**config.mk**
```make
export PLATFORM = sky130hd
export DESIGN_NAME = address_sequencer
export DESIGN_NICKNAME = d
export VERILOG_FILES = /design/src/rtl/address_sequencer_pkg.sv /design/src/rtl/address_sequencer.sv
export SDC_FILE = /design/constraint.sdc
export NUM_CORES = 1
export LEC_CHECK = 0
export CAP_MARGIN = 20
export CORE_MARGIN = 2
export CORE_UTILIZATION = 41
export CTS_BUF_LIST = sky130_fd_sc_hd__clkbuf_4 sky130_fd_sc_hd__clkbuf_8
export DETAILED_ROUTE_END_ITERATION = 16
export GPL_ROUTABILITY_DRIVEN = 0
export GPL_TIMING_DRIVEN = 1
export HOLD_SLACK_MARGIN = 0.02
export PLACE_DENSITY = 0.78
export RECOVER_POWER = 50
export SYNTH_ARGS = -nofsm -noshare
export SYNTH_HDL_FRONTEND = slang
export SYNTH_SLANG_ARGS = --single-unit
export TNS_END_PERCENT = 100
```
**constraint.sdc**
```tcl
create_clock -name clk_i -period 1.4 [get_ports clk_i]
set_input_delay 0.14 -clock clk_i [delete_from_list [all_inputs] [get_ports clk_i]]
set_output_delay 0.14 -clock clk_i [all_outputs]
set_load 0.05 [all_outputs]
```
**src/rtl/address_sequencer_pkg.sv**
```systemverilog
// Shared encodings for the address sequencer: opcodes, register-file control codes and FSM states.
package address_sequencer_pkg;

    typedef enum logic [2:0] {
        OpFetch = 3'b000,
        OpPush  = 3'b001,
        OpPop   = 3'b010,
        OpCall  = 3'b011,
        OpRet   = 3'b100,
        OpJump  = 3'b101,
        OpLdar  = 3'b110,
        OpNop   = 3'b111
    } cmd_op_e;

    localparam logic [2:0] FunDec  = 3'b000;
    localparam logic [2:0] FunInc  = 3'b001;
    localparam logic [2:0] FunLoad = 3'b010;
    localparam logic [2:0] FunClr  = 3'b011;

    // Register enables are active-low: a zero bit selects that register.
    localparam logic [2:0] RegNone = 3'b111;
    localparam logic [2:0] RegPc   = 3'b011;
    localparam logic [2:0] RegAr   = 3'b101;
    localparam logic [2:0] RegSp   = 3'b110;
    localparam logic [2:0] RegPcSp = 3'b010;

    localparam logic [1:0] OutPc = 2'b00;
    localparam logic [1:0] OutAr = 2'b10;
    localparam logic [1:0] OutSp = 2'b11;

    typedef enum logic [2:0] {
        StInit = 3'd0,
        StIdle = 3'd1,
        StS1   = 3'd2,
        StS2   = 3'd3,
        StS3   = 3'd4
    } state_e;

    function automatic logic is_last_state(state_e st, cmd_op_e op);
        unique case (op)
            OpJump, OpLdar, OpNop:         return st == StS1;
            OpFetch, OpPush, OpPop, OpRet: return st == StS2;
            OpCall:                        return st == StS3;
            default:                       return 1'b1;
        endcase
    endfunction

endpackage

```
**src/rtl/address_sequencer.sv**
```systemverilog
// Sequences PC/AR/SP register-file controls and memory strobes for one address command at a time.
module address_sequencer
    import address_sequencer_pkg::*;
(
    input  logic       clk_i,
    input  logic       rst_ni,
    input  logic       cmd_valid_i,
    input  logic [2:0] cmd_op_i,
    output logic       cmd_ready_o,
    output logic [2:0] fun_sel_o,
    output logic [2:0] reg_sel_o,
    output logic [1:0] out_c_sel_o,
    output logic [1:0] out_d_sel_o,
    output logic       i_sel_o,
    output logic       wd_sel_o,
    output logic       mem_read_o,
    output logic       mem_write_o,
    output logic       ir_load_o,
    output logic       d_load_o,
    output logic       done_o
);

    state_e  state_q, state_d;
    cmd_op_e op_q, op_d;
    logic    done_q, done_d;

    always_ff @(posedge clk_i or negedge rst_ni) begin
        if (!rst_ni) begin
            state_q <= StInit;
            op_q    <= OpNop;
            done_q  <= 1'b0;
        end else begin
            state_q <= state_d;
            op_q    <= op_d;
            done_q  <= done_d;
        end
    end

    always_comb begin
        state_d = state_q;
        op_d    = op_q;
        done_d  = 1'b0;
        case (state_q)
            StInit: state_d = StIdle;
            StIdle: begin
                if (cmd_valid_i) begin
                    op_d    = cmd_op_e'(cmd_op_i);
                    state_d = StS1;
                end
            end
            StS1, StS2, StS3: begin
                if (is_last_state(state_q, op_q)) begin
                    state_d = StIdle;
                    done_d  = 1'b1;
                end else begin
                    state_d = (state_q == StS1) ? StS2 : StS3;
                end
            end
            default: state_d = StInit;
        endcase
    end

    always_comb begin
        cmd_ready_o = (state_q == StIdle);
        fun_sel_o   = FunDec;
        reg_sel_o   = RegNone;
        out_c_sel_o = OutPc;
        out_d_sel_o = OutPc;
        i_sel_o     = 1'b0;
        wd_sel_o    = 1'b0;
        mem_read_o  = 1'b0;
        mem_write_o = 1'b0;
        ir_load_o   = 1'b0;
        d_load_o    = 1'b0;
        done_o      = done_q;

        // INIT only drives the clear once reset is released; while held, outputs stay at defaults.
        if (state_q == StInit && rst_ni) begin
            fun_sel_o = FunClr;
            reg_sel_o = RegPcSp;
        end

        case (op_q)
            OpFetch: begin
                if (state_q == StS1) begin
                    out_d_sel_o = OutPc;
                    mem_read_o  = 1'b1;
                    ir_load_o   = 1'b1;
                end else if (state_q == StS2) begin
                    fun_sel_o = FunInc;
                    reg_sel_o = RegPc;
                end
            end
            OpPush: begin
                if (state_q == StS1) begin
                    fun_sel_o = FunDec;
                    reg_sel_o = RegSp;
                end else if (state_q == StS2) begin
                    out_d_sel_o = OutSp;
                    mem_write_o = 1'b1;
                end
            end
            OpPop: begin
                if (state_q == StS1) begin
                    out_d_sel_o = OutSp;
                    mem_read_o  = 1'b1;
                    d_load_o    = 1'b1;
                end else if (state_q == StS2) begin
                    fun_sel_o = FunInc;
                    reg_sel_o = RegSp;
                end
            end
            OpCall: begin
                if (state_q == StS1) begin
                    fun_sel_o = FunDec;
                    reg_sel_o = RegSp;
                end else if (state_q == StS2) begin
                    out_d_sel_o = OutSp;
                    out_c_sel_o = OutPc;
                    wd_sel_o    = 1'b1;
                    mem_write_o = 1'b1;
                end else if (state_q == StS3) begin
                    fun_sel_o = FunLoad;
                    reg_sel_o = RegPc;
                end
            end
            OpRet: begin
                if (state_q == StS1) begin
                    out_d_sel_o = OutSp;
                    mem_read_o  = 1'b1;
                    i_sel_o     = 1'b1;
                    fun_sel_o   = FunLoad;
                    reg_sel_o   = RegPc;
                end else if (state_q == StS2) begin
                    fun_sel_o = FunInc;
                    reg_sel_o = RegSp;
                end
            end
            OpJump: begin
                if (state_q == StS1) begin
                    fun_sel_o = FunLoad;
                    reg_sel_o = RegPc;
                end
            end
            OpLdar: begin
                if (state_q == StS1) begin
                    fun_sel_o = FunLoad;
                    reg_sel_o = RegAr;
                end
            end
            default: ;
        endcase
    end

endmodule

```
; Word level (Yosys, flattened, before mapping)
; Cells that the tools add are included.
; Widths: inputs -> output; s select.
[word_totals]
ff_bits = 7
input_bits = 6
output_inout_bits = 18
word_cells = 71
[classes]
eq_ne = 12
mux = 44
reduce_logical = 12
[ops]
columns = operator, n
row1 = $mux 3, 15
row2 = $mux 2, 12
row3 = $pmux 3 s7, 1
row4 = $eq 3x3->1 const B, 5
row5 = $eq 3x2->1 const B, 4
row6 = $mux 1, 12
row7 = $pmux 2 s5, 1
row8 = $pmux 3 s3, 1
row9 = $reduce_or 3->1, 3
row10 = $reduce_or 2->1, 4
row11 = $eq 3x1->1 const B, 2
row12 = $logic_not 3->1, 2
row13 = $pmux 2 s2, 1
row14 = $reduce_or 4->1, 1
row15 = $pmux 1 s3, 1
row16 = $ne 2x2->1 const B, 1
row17 = $reduce_and 2->1, 1
row18 = $logic_and 1x1->1, 1

; Longest topological paths before layout
; Gate-level depths: netlist (run 1).
[depth]
ltp_word = 7
mapped_depth = 5
ltp_nobuf = 3

; Worst setup path before layout (run 1)
; OpenSTA, ideal clock, no wires.
[synth_timing]
path_kind = register to output
startpoint = register op_q[0]
endpoint = output port wd_sel_o
arrival_ns = 2.343
required_ns = 1.260
slack_ns = -1.083
path_stages_with_launch = 5
n_path_buf = 1
path_cell_list = dfstp_2 buf_6 nand2_1 nor3_1 and2_1
[synth_between]
elab_chain_cells = 2
[synth_lines]
columns = item, line_no
row1 = "start, declared", address_sequencer.sv:24  ; cmd_op_e op_q, op_d;
row2 = "start signal, assigned", address_sequencer.sv:30  ; op_q <= OpNop;
row3 = "start signal, assigned", address_sequencer.sv:34  ; op_q <= op_d;
row4 = $eq 3x2->1, address_sequencer.sv:83  ; case (op_q)
row5 = $mux 1, address_sequencer.sv:83
row6 = "end, declared", address_sequencer.sv:15  ; output logic wd_sel_o,
; Every way passes these cells.

; Worst setup path after layout (run 1)
[layout_timing]
startpoint = register op_q[1]
endpoint = output port out_d_sel_o[0]
[layout_between]
elab_chain_cells = 3
elab_cells_between_ends = 7
classes_between = 4 x eq/ne / 1 x mux / 2 x reduce/logical
[layout_lines]
columns = item, line_no
row1 = "$eq 3x2->1, or another cell as far along", address_sequencer.sv:83
row2 = $reduce_or 2->1 (no source line), n/a
row3 = $pmux 2 s2 (*), address_sequencer.sv:83
row4 = "end, declared", address_sequencer.sv:13  ; output logic [1:0] out_d_sel_o,
; Mark *: on every way between the ends. The rest lies on a longest branch, timed or not.

==> impl_metrics.tcl, run 1 <==
set metrics [dict create \
    cp_max_fo 2 \
    post-place-ws_ns -0.213 \
    post-route-util_pct 86.9 \
    grt_first_pass_wirelength_um 2960 \
    grt_max_degree 13 \
    netlist_area_um2 654 \
    num_vias 729 \
    start_util_pct 43.4 \
    synth_common_cells "nand2_1 (8), buf_4 (5), dfrtp_1 (4)" \
    power.total_mw 3.14 \
    syn_area_per_cell_um2 9.09 \
    p_leak_nw 0.572 \
    yosysWarnings 0 \
    dp.cells 119 \
    drt_first_pass_iters 4 \
    worstSetupPathType "register to primary output" \
    hp-class "input pin to asynchronous set/reset pin" \
    min_period_ns 1.82 \
    fillers 64 \
    vias_per_cell 5.70 \
    yosys-top-cells-area "dfrtp_1 (15%), dfstp_2 (12%), buf_4 (5.7%), mux2_2 (5.2%), nand2_1 (4.6%)" \
    antenna_found_initial 0 \
    synth_seq_cells 7 \
    finalCritPeriodShare_pct 130 \
    synth.largest_area_cell "dfrtp_1" \
    yosysTopAreaCellShare_pct 15.3 \
    instances_no_fill 128 \
    synthCells 72 \
    routed_wirelength_um 2120 \
    tns_ns -3.98 \
    num_rows 14 \
    power.switching_mw 1.51 \
    status "complete, but fails checks" \
    layout-drive-gt1-share_pct 67.9 \
    hold_viol 0 \
    crit_required_ns 1.26 \
    r2r_end "state_q[2]" \
    ios 24 \
    fp.dieH_um 44.0 \
    p_int_mw 1.63 \
    htreeDepth 1 \
    port_buffers 20 \
    p_sw_share_pct 48.0 \
    cp_num_buf_inv 1 \
    core_area_um2 1510 \
    synth-edff-count 0 \
    die_w_um 44.0 \
    track_usage_pct 21.3 \
    pwr-share-clk_pct 6.2 \
    cpLargestDelayFamily "flip-flops" \
    clock_sinks 7 \
    postRouteAntennaNets 0 \
    drtIter0Drc 7 \
    fmax_mhz 549 \
    synth.distinct_cells 38 \
    critPathMaxStageDelay_ns 0.53 \
    rr_startpoint "state_q[1]" \
    area_delta_synth_final_pct 100 \
    async_flop_share_pct 100 \
    ff2ff_path_depth 6 \
    start_kind "register" \
    dp_hpwl_um 1360 \
    yosysMostFrequentCell "nand2_1" \
    n_antenna_cell 0 \
    seq_area_frac_synth_pct 27.3 \
    design_area_um2 1310 \
    die_area_um2 1930 \
    cts_hold_buffers 0 \
    cts.path.max_buffers 2 \
    cts_tree "done" \
    cp-end-kind "primary output" \
    drc 0 \
    fin_nets 119 \
    setup_violations 13 \
    gr-total-overflow 0 \
    root_buffer "clkbuf_4" \
    peakVddDrop_uv 1690 \
    rrSetupSlack_ns 0.02 \
    rsz0062_at_grt "true" \
    placed_area_um2 1170 \
    synth_ff_type "dfrtp_1" \
    fin_skew_ns 0.00390 \
    p_comb_share_pct 77.7 \
    avgRoutedWirePerCell_um 16.5 \
    fin_ws_ns -0.421 \
    crit_chain "or3b_1 -> a21o_1 -> a21boi_4 -> buf_12" \
    critPathArrivalTime_ns 1.68 \
    cp_slowest_cell "dfstp_2" \
    p_per_area_nw_per_um2 2400 \
    grt_pass1_vias 652 \
    slew_viol_final 0 \
    violations "setup timing" \
    p_seq_share_pct 16.0 \
    clock_latency_ns 0.25 \
    cap_violations 0 \
    cts_buffers 3 \
    clk_pin_slew_ns 0.05 \
    hold_ws_ns 0.387 \
]
-- what timing repair did --
| action | 4_1_cts | 5_1_grt |
|---|---|---|
| resized for setup | 15 | 9 |
| pin swaps | 6 | 2 |
| buffers inserted | 3 | 3 |
| endpoints found under the setup margin | 17 | 20 |
-- layer usage --
metal  vias up  GRT usage [%]  wire length [µm]
met5         -              0                 0
met4         0           11.5                27
met3         4           2.92                95
met2        37           37.1              1110
met1       349           25.0               879
li1        339              -                 -
-- cells by family (layout without fill, tap and decap cells) --
group,count (synthesis),after routing,synth area share [%]
other cells,1,3,0.573
flops,7,7,27.3
simple gates,37,37,39.8
mux,4,4,6.69
buf+inv,9,47,9.75
compound gates,14,14,15.9
-- worst max path at each step --
stage	start	slack (ns)	to	cells after the start
global route	rst_ni	-0.51	fun_sel_o[1]	5
global placement	rst_ni	-0.21	reg_sel_o[0]	4
detailed placement	rst_ni	-0.21	reg_sel_o[0]	4
CTS	op_q[1]	-0.44	out_d_sel_o[0]	4
floorplan	op_q[1]	-0.39	out_d_sel_o[1]	4
finish	op_q[1]	-0.42	out_d_sel_o[0]	4
-- area by class of cell --
class	count	area, µm²	area share, %
repair buffers	43	508	38.8
clock buffers	4	30.0	2.29
well taps	16	20.0	1.53
multi-input cells	58	569	43.5
flip-flops and latches	7	181	13.9
-- placed cells by master, fill, tap and decap left out, drive strengths merged --
master          n
buf            37
nand2           8
clkbuf          5
nor3b           5
clkdlybuf4s50   4
dfrtp           4
mux2            3
conb            3
dfstp           3
nor2            3
o21ai           3
nor3            2
a21o            2
a21boi          2
nand4           2
nand2b          2
nor2b           2
nand3           2
and2            2
and3b           2
a21oi           2
or3b            1
and2b           1
or4b            1
nor4bb          1
a211o           1
a22oi           1
o211a           1
mux2i           1
nand4bb         1
o31ai           1
nand3b          1
and3            1
o2111a          1
dlygate4sd3     1
-- power by group through the flow --
| stage | combinational, mW | clock (mW) | sequential (mW) |
|---|---|---|---|
| 2_1_floorplan | 1.37 | 0 | 0.478 |
| 3_3_place_gp | 2.08 | 0 | 0.482 |
| 3_5_place_dp | 2.11 | 0 | 0.494 |
| 4_1_cts | 2.28 | 0.203 | 0.496 |
| 5_1_grt | 2.56 | 0.220 | 0.515 |
| 6_report | 2.44 | 0.196 | 0.504 |
-- state kept, by name, indices dropped and copies added, names as in the netlist --
| signal | flops |
|---|---|
| op_q | 3 |
| state_q | 3 |
| done_o | 1 |
Note: power is estimated with default switching activity, not from simulation.
==> run 2: changes to the inputs <==
- SLEW_MARGIN: default -> 20
==> results of run 2 <==
Final layout, timing and power as in run 1 (identical DEF).
==> run 3: changes to the inputs <==
- CELL_PAD_IN_SITES_DETAIL_PLACEMENT: default -> 1
- CELL_PAD_IN_SITES_GLOBAL_PLACEMENT: default -> 1
- CORE_UTILIZATION: 41 -> 30
==> run 3 against run 2 <==
The run still ends with setup timing left. Die area increased by 33%. Total power increased by 15%. Flip-flop and latch count unchanged. Worst hold slack got worse by 0.11 ns. Critical path depth unchanged. Register-to-register slack got worse by 0.13 ns. Largest power group unchanged. Via count increased by 6.7%. First-iteration DRC count decreased by 14%. Routed wire length increased by 50%. Non-clock buffer count increased by 6. Sequential power decreased by 3%. Final cell count increased by 13%.
==> impl_metrics.tcl, run 3 (same netlist as run 1, synthesis figures left out) <==
set metrics [dict create \
    clock_sinks 7 \
    core_area_um2 2000 \
    gr-total-overflow 0 \
    cts_buffers 3 \
    vias_per_cell 5.37 \
    fin_skew_ns 0.0140 \
    fin_nets 125 \
    multi_input_area_um2 579 \
    status "complete, but fails checks" \
    critPathArrivalTime_ns 1.79 \
    ios 24 \
    start_util_pct 32.7 \
    fmax_mhz 517 \
    grt_max_degree 11 \
    routed_wirelength_um 3180 \
    cp-end-kind "primary output" \
    power.total_mw 3.60 \
    n_antenna_cell 0 \
    finalCritPeriodShare_pct 138 \
    peakVddDrop_uv 2080 \
    die_w_um 50.7 \
    postRouteAntennaNets 0 \
    placed_area_um2 1200 \
    design_area_um2 1420 \
    htreeDepth 1 \
    root_buffer "clkbuf_4" \
    hold_viol 0 \
    area_delta_synth_final_pct 117 \
    crit_required_ns 1.26 \
    port_buffers 20 \
    slew_viol_final 0 \
    rsz0062_at_grt "true" \
    setup_violations 17 \
    p_per_area_nw_per_um2 2530 \
    num_rows 16 \
    antenna_found_initial 0 \
    hp-class "input pin to asynchronous set/reset pin" \
    clk_pin_slew_ns 0.07 \
    p_leak_nw 0.629 \
    track_usage_pct 20.7 \
    fin_ws_ns -0.533 \
    dp.cells 131 \
    cts_tree "done" \
    cts_hold_buffers 0 \
    num_vias 778 \
    layout-drive-gt1-share_pct 68.6 \
    fillers 189 \
    cap_violations 0 \
    hold_ws_ns 0.277 \
    avgRoutedWirePerCell_um 22.0 \
    grt_pass1_vias 810 \
    post-place-ws_ns -0.216 \
    instances_no_fill 145 \
    clock_latency_ns 0.26 \
    dp_hpwl_um 1640 \
    cts.path.max_buffers 2 \
    die_area_um2 2570 \
    worstSetupPathType "register to primary output" \
    drtIter0Drc 6 \
    final_cell_mix "buf_4 (17), buf_6 (14), buf_12 (13), nand2_1 (5)" \
    grt_first_pass_wirelength_um 4000 \
    post-route-util_pct 70.9 \
    violations "setup timing" \
    mostFrequentLayoutCell "buf_4" \
    drt_first_pass_iters 4 \
    min_period_ns 1.93 \
    tns_ns -5.37 \
    regArea_um2 181 \
    drc 0 \
    cp_max_fo 2 \
    fp.dieH_um 50.7 \
    start_kind "register" \
]
run 3: cell count changes in the layout (fill, tap and decap cells not counted), moves of 2 or more:
cell	previous run	this run
nand2_2	2	0
buf_4	19	17
nand2_4	1	3
buf_6	5	14
run 3: worst paths after layout:
kind	start	to	slack, ns	depth (start not counted)
max reg2reg	op_q[1]	state_q[2]	-0.11	5
max	op_q[1]	out_d_sel_o[1]	-0.53	4
min reg2reg	state_q[2]	state_q[0]	0.73	2
min	rst_ni	state_q[1]	0.28	2
min in group clk_i	cmd_op_i[0]	op_q[0]	0.50	2
max in group asynchronous	rst_ni	op_q[2]	0.90	2
run 3: area by class of cell:
| class | instances | area share, % |
|---|---|---|
| sequential | 7 | 12.8 |
| clock buffer | 4 | 2.11 |
| tap | 27 | 2.38 |
| timing repair buffer | 49 | 41.9 |
| multi-input combinational | 58 | 40.8 |
run 3: routing by layer:
layer  track usage (%)  wire length (µm)  vias up
met2              40.8              1750       33
li1                  -                 -      349
met4              2.70                98        0
met1              24.0              1220      388
met5                 0                 0        -
met3              2.38               110        8
run 3: report_power, final:
part | leakage, nW | internal (mW) | switching [mW]
registers | 0.0802 | 0.336 | 0.155
clock network | 0.0184 | 0.129 | 0.0923
logic | 0.530 | 1.38 | 1.50
run 3: worst max-delay path, cell delays in order (launching register included):
cell and delay [ns]:
dfstp_2 0.57, or3b_1 0.38, a21o_1 0.20, a21boi_4 0.22
buf_12 0.17
run 3: timing repair:
| item | 4_1_cts | 5_1_grt |
|---|---|---|
| pin swaps | 3 | 7 |
| endpoints found under the hold margin | 0 | 0 |
| endpoints found under the setup margin | 17 | 18 |
| gates resized for setup | 18 | 16 |
| buffers inserted | 6 | 6 |
